===== src/rtl/seg_scan_reader.sv =====
// Sweeps the display select 0..15, decodes the active-low segment bus
// back to a nibble and keeps a 16-entry capture buffer with error flags.
module seg_scan_reader #(
  parameter int SETTLE = 2
) (
  input  logic       clk,
  input  logic       rst,
  input  logic       start,
  output logic       busy,
  output logic       done,
  output logic [3:0] sel_o,
  input  logic [6:0] hex_i,
  input  logic [3:0] rd_addr,
  output logic [3:0] rd_data,
  output logic       rd_err,
  output logic [4:0] err_count,
  output logic       err_any
);

  typedef enum logic [1:0] {
    S_IDLE,
    S_SETTLE,
    S_SAMPLE,
    S_DONE
  } state_t;

  localparam logic [3:0] WLAST = 4'(SETTLE - 1);

  state_t     state, state_n;
  logic [3:0] wcnt;
  logic [3:0] nib_q [16];
  logic       err_q [16];
  logic [3:0] dec_nib;
  logic       dec_bad;

  always_comb begin
    dec_nib = 4'h0;
    dec_bad = 1'b0;
    case (hex_i)
      7'h40: dec_nib = 4'h0;
      7'h79: dec_nib = 4'h1;
      7'h24: dec_nib = 4'h2;
      7'h30: dec_nib = 4'h3;
      7'h19: dec_nib = 4'h4;
      7'h12: dec_nib = 4'h5;
      7'h02: dec_nib = 4'h6;
      7'h78: dec_nib = 4'h7;
      7'h00: dec_nib = 4'h8;
      7'h10: dec_nib = 4'h9;
      7'h08: dec_nib = 4'hA;
      7'h03: dec_nib = 4'hB;
      7'h46: dec_nib = 4'hC;
      7'h21: dec_nib = 4'hD;
      7'h06: dec_nib = 4'hE;
      7'h0E: dec_nib = 4'hF;
      default: dec_bad = 1'b1;
    endcase
  end

  always_ff @(posedge clk or posedge rst) begin
    if (rst) state <= S_IDLE;
    else     state <= state_n;
  end

  always_comb begin
    state_n = state;
    busy    = 1'b0;
    done    = 1'b0;
    unique case (state)
      S_IDLE: begin
        if (start) state_n = S_SETTLE;
      end
      S_SETTLE: begin
        busy = 1'b1;
        if (wcnt == WLAST) state_n = S_SAMPLE;
      end
      S_SAMPLE: begin
        busy = 1'b1;
        if (sel_o == 4'hF) state_n = S_DONE;
        else               state_n = S_SETTLE;
      end
      S_DONE: begin
        done    = 1'b1;
        state_n = S_IDLE;
      end
    endcase
  end

  always_ff @(posedge clk or posedge rst) begin
    if (rst) begin
      sel_o     <= 4'h0;
      wcnt      <= 4'h0;
      err_count <= 5'd0;
      for (int i = 0; i < 16; i++) begin
        nib_q[i] <= 4'h0;
        err_q[i] <= 1'b0;
      end
    end else begin
      unique case (state)
        S_IDLE: begin
          if (start) begin
            sel_o     <= 4'h0;
            wcnt      <= 4'h0;
            err_count <= 5'd0;
          end
        end
        S_SETTLE: wcnt <= wcnt + 4'h1;
        S_SAMPLE: begin
          nib_q[sel_o] <= dec_nib;
          err_q[sel_o] <= dec_bad;
          if (dec_bad && err_count != 5'd16)
            err_count <= err_count + 5'd1;
          if (sel_o != 4'hF) sel_o <= sel_o + 4'h1;
          wcnt <= 4'h0;
        end
        S_DONE: ;
      endcase
    end
  end

  assign rd_data = nib_q[rd_addr];
  assign rd_err  = err_q[rd_addr];
  assign err_any = (err_count != 5'd0);

endmodule


===== config.mk =====
export PLATFORM = sky130hd
export DESIGN_NAME = seg_scan_reader
export DESIGN_NICKNAME = d
export VERILOG_FILES = /design/src/rtl/seg_scan_reader.sv
export SDC_FILE = /design/constraint.sdc
export NUM_CORES = 1
export LEC_CHECK = 0
export ABC_AREA = 1
export CAP_MARGIN = 20
export CORE_ASPECT_RATIO = 0.5
export CORE_MARGIN = 8
export CORE_UTILIZATION = 50
export CTS_CLUSTER_DIAMETER = 80
export DETAILED_ROUTE_END_ITERATION = 6
export HOLD_SLACK_MARGIN = 0.06
export PLACE_DENSITY = 0.72
export SYNTH_ARGS = -nofsm -noshare
export SYNTH_HDL_FRONTEND = slang
export SYNTH_SLANG_ARGS = --single-unit

===== constraint.sdc =====
create_clock -name clk -period 3.27 [get_ports clk]
set_input_delay 0.327 -clock clk [delete_from_list [all_inputs] [get_ports clk]]
set_output_delay 0.327 -clock clk [all_outputs]
set_load 0.05 [all_outputs]

==> impl_metrics.py <==
metrics = {
    "timing": {
        "rsz0062_at_grt": "no",
        "tightest_slew_ps": 617,
        "setup_violations": 0,
        "slew_headroom_pct": 58.9,
        "final_hold_viol_count": 0,
        "worst_slack_ps": 698,
        "min_period_ps": 2570,
        "skew_ps": 6.07,
        "min_period_over_period_pct": 78.7,
        "whs_ps": 385,
        "slew_violations": 0,
        "fin_tns_setup_ps": 0,
        "fmax_ghz": 0.389,
    },
    "synthesis": {
        "synthCells": 641,
        "async_flop_share_pct": 100,
        "syn_area_um2": 5070,
        "synth_nets": 668,
        "synth_seq_cells": 95,
        "synth-seq-area-share_pct": 46.9,
        "yosysWarningCount": 0,
        "synth-edff-count": 0,
        "synth.avg_cell_area_um2": 7.91,
        "synth_cell_types": 35,
        "ys_dominant_reg_cell": "dfrtp_1",
    },
    "die": {
        "rows": 26,
        "die_height_um": 87.2,
        "die_w_um": 158,
        "initial_core_util_pct": 50.6,
        "dieArea_um2": 13800,
        "io_pins": 31,
        "core_region_area_um2": 10000,
    },
    "route": {
        "ant_nets": 0,
        "wl_mm": 12.1,
        "drtIter0Drc": 367,
        "met3_length_um": 685,
        "num_vias": 4288,
        "met1_length_mm": 5.80,
        "vias_per_cell": 5.27,
        "dr.max_layer_used": "met4",
        "wl_per_cell_um": 14.9,
        "drc_errors": 0,
        "wl_met2_mm": 5.35,
        "drt_pass1_iterations": 5,
    },
    "critical_path": {
        "max_stage_delay_ps": 820,
        "crit_chain": "clkdlybuf4s50_1, buf_4, a21oi_1, o21ai_0, o21ai_0, o221ai_1, nand2_1, buf_12",
        "cp_data_arrival_time_ps": 2250,
        "cp_data_required_time_ps": 2940,
        "path_delay_family": "buffers and inverters",
        "cp-startpoint": "rd_addr[1]",
        "worst-path-max-fanout": 18,
        "cp_num_buf_inv": 3,
        "endpoint_kind": "output pin",
        "reg2reg_from": "state[0]$_DFFE_PP0P_",
        "cp-start-kind": "primary input",
        "crit_top_cell": "o21ai_0",
        "crit_type": "primary input to output pin",
        "critPathSlowestCell": "clkdlybuf4s50_1",
    },
    "global_routing": {
        "grt_max_degree": 96,
        "grt_pass1_wl_mm": 20.7,
        "grt-ovfl-total": 0,
        "antenna_found_initial": 0,
        "grt_usage_pct": 18.8,
        "grt_pass1_vias": 4144,
    },
    "clock_network": {
        "postCtsSetupBuffers": 0,
        "cts_tree": "done",
        "hold_buffers": 0,
        "cts_buffer_depth": 2,
        "cts_sinks": 95,
        "cts-root-buf": "clkbuf_16",
        "cts_resized": 0,
        "cts_made_buffers": 9,
        "clk_latency_ps": 340,
        "clkTransAtPathRegs_ps": 60,
        "h-tree-depth": 3,
    },
    "power_and_ir_drop": {
        "power_w": 0.00393,
        "ir_drop_mv": 0.644,
        "power.density_nw_per_um2": 672,
        "power.leakage_nw": 2.80,
    },
    "place": {
        "hpwl_mm": 8.42,
        "gp_congestion": 0.859,
        "place_worst_setup_slack_ps": 727,
        "port_buffers": 30,
    },
    "cells_and_area": {
        "post_route_cells_drive_above_1_share_pct": 8.17,
        "area_growth_pct": 15.5,
        "mostFrequentLayoutCell": "nand2_1",
        "layout_common_cells": "nand2_1, dfrtp_1, inv_1",
        "nFillCells": 921,
        "diodes": 0,
        "multiInputGateArea_um2": 2280,
        "nets": 695,
        "seq_area_um2": 2380,
        "finish.utilization_pct": 58.4,
    },
    "outcome": {
        "status": "finished clean",
    },
    "worst_hold_path": {
        "hold_path.class": "primary input to async pin",
    },
    "job": {
        "max_cap_viol_count": 0,
    },
}
-- metal layers --
| layer | vias up | GRT usage, % |
|---|---|---|
| li1 | 2137 | - |
| met1 | 2031 | 25.3 |
| met2 | 103 | 29.1 |
| met3 | 17 | 4.50 |
| met4 | 0 | 6.88 |
| met5 | - | 0 |
-- sequential cells by signal, indices dropped and copies added (netlist names) --
register and flops:
sel_o 4, err_count 5, wcnt 4, nib_q 64, state 2, err_q 16
-- where the power goes --
| part | internal, W | switching [W] | leakage [nW] |
|---|---|---|---|
| clock | 0.000653 | 0.000422 | 0.156 |
| sequential | 0.00143 | 0.000166 | 0.982 |
| combinational | 0.000424 | 0.000831 | 1.66 |
| total | 0.00251 | 0.00142 | 2.80 |
-- cells by family after synthesis --
group,count (synthesis),share of synthesized area (%)
simple gates,265,22.6
compound gates,154,17.2
buf+inv,104,8.15
flops,95,46.9
fa+ha+maj,13,3.21
mux,8,1.58
xor+xnor,2,0.346
-- layout make-up --
cell class              count  area share [%]
clock inverters             3           0.684
clock buffers              13            4.62
flip-flops and latches     95            40.6
inverters                  86            5.54
multi-input cells         442            38.9
well taps                 140            2.99
repair buffers             34            6.63
-- metrics by stage --
step | cell area, µm² | cells
CTS | 5850 | 813
floorplan | 5070 | 641
global route | 5850 | 813
global placement | 5540 | 797
finish | 5850 | 813
detailed placement | 5540 | 797
-- synthesized netlist by cell type, drive strengths merged (8+ instances only) --
cell | n | area (µm²)
a21oi | 37 | 189
buf | 9 | 56.3
clkbuf | 9 | 33.8
dfrtp | 95 | 2380
ha | 13 | 163
inv | 85 | 319
mux2i | 8 | 80.1
nand2 | 186 | 721
nand3 | 25 | 135
nand4 | 8 | 62.6
nor2 | 42 | 194
o211ai | 12 | 90.1
o21ai | 93 | 503
-- worst register-to-register path, cell delays in order (launching register included) --
cell,delay [ps]
dfrtp_1,420
inv_1,140
ha_1,460
inv_1,220
a21oi_2,410
nand2_1,210
inv_2,130
nand2_1,70
o22ai_1,110
a21oi_1,60
-- path summary, 6_finish.rpt --
path                                         end  slack (ps)  cells past startpoint
setup / recovery                      rd_data[0]         700                      8
hold / removal              err_q[1]$_DFFE_PP0P_         390                      3
setup reg to reg            sel_o[2]$_DFFE_PP0P_         910                      9
hold reg to reg            nib_q[28]$_DFFE_PP0P_         480                      2
max in group asynchronous  nib_q[63]$_DFFE_PP0P_        2440                      3
min in group clk           nib_q[28]$_DFFE_PP0P_         480                      2
(Power assumes the default switching activity.)
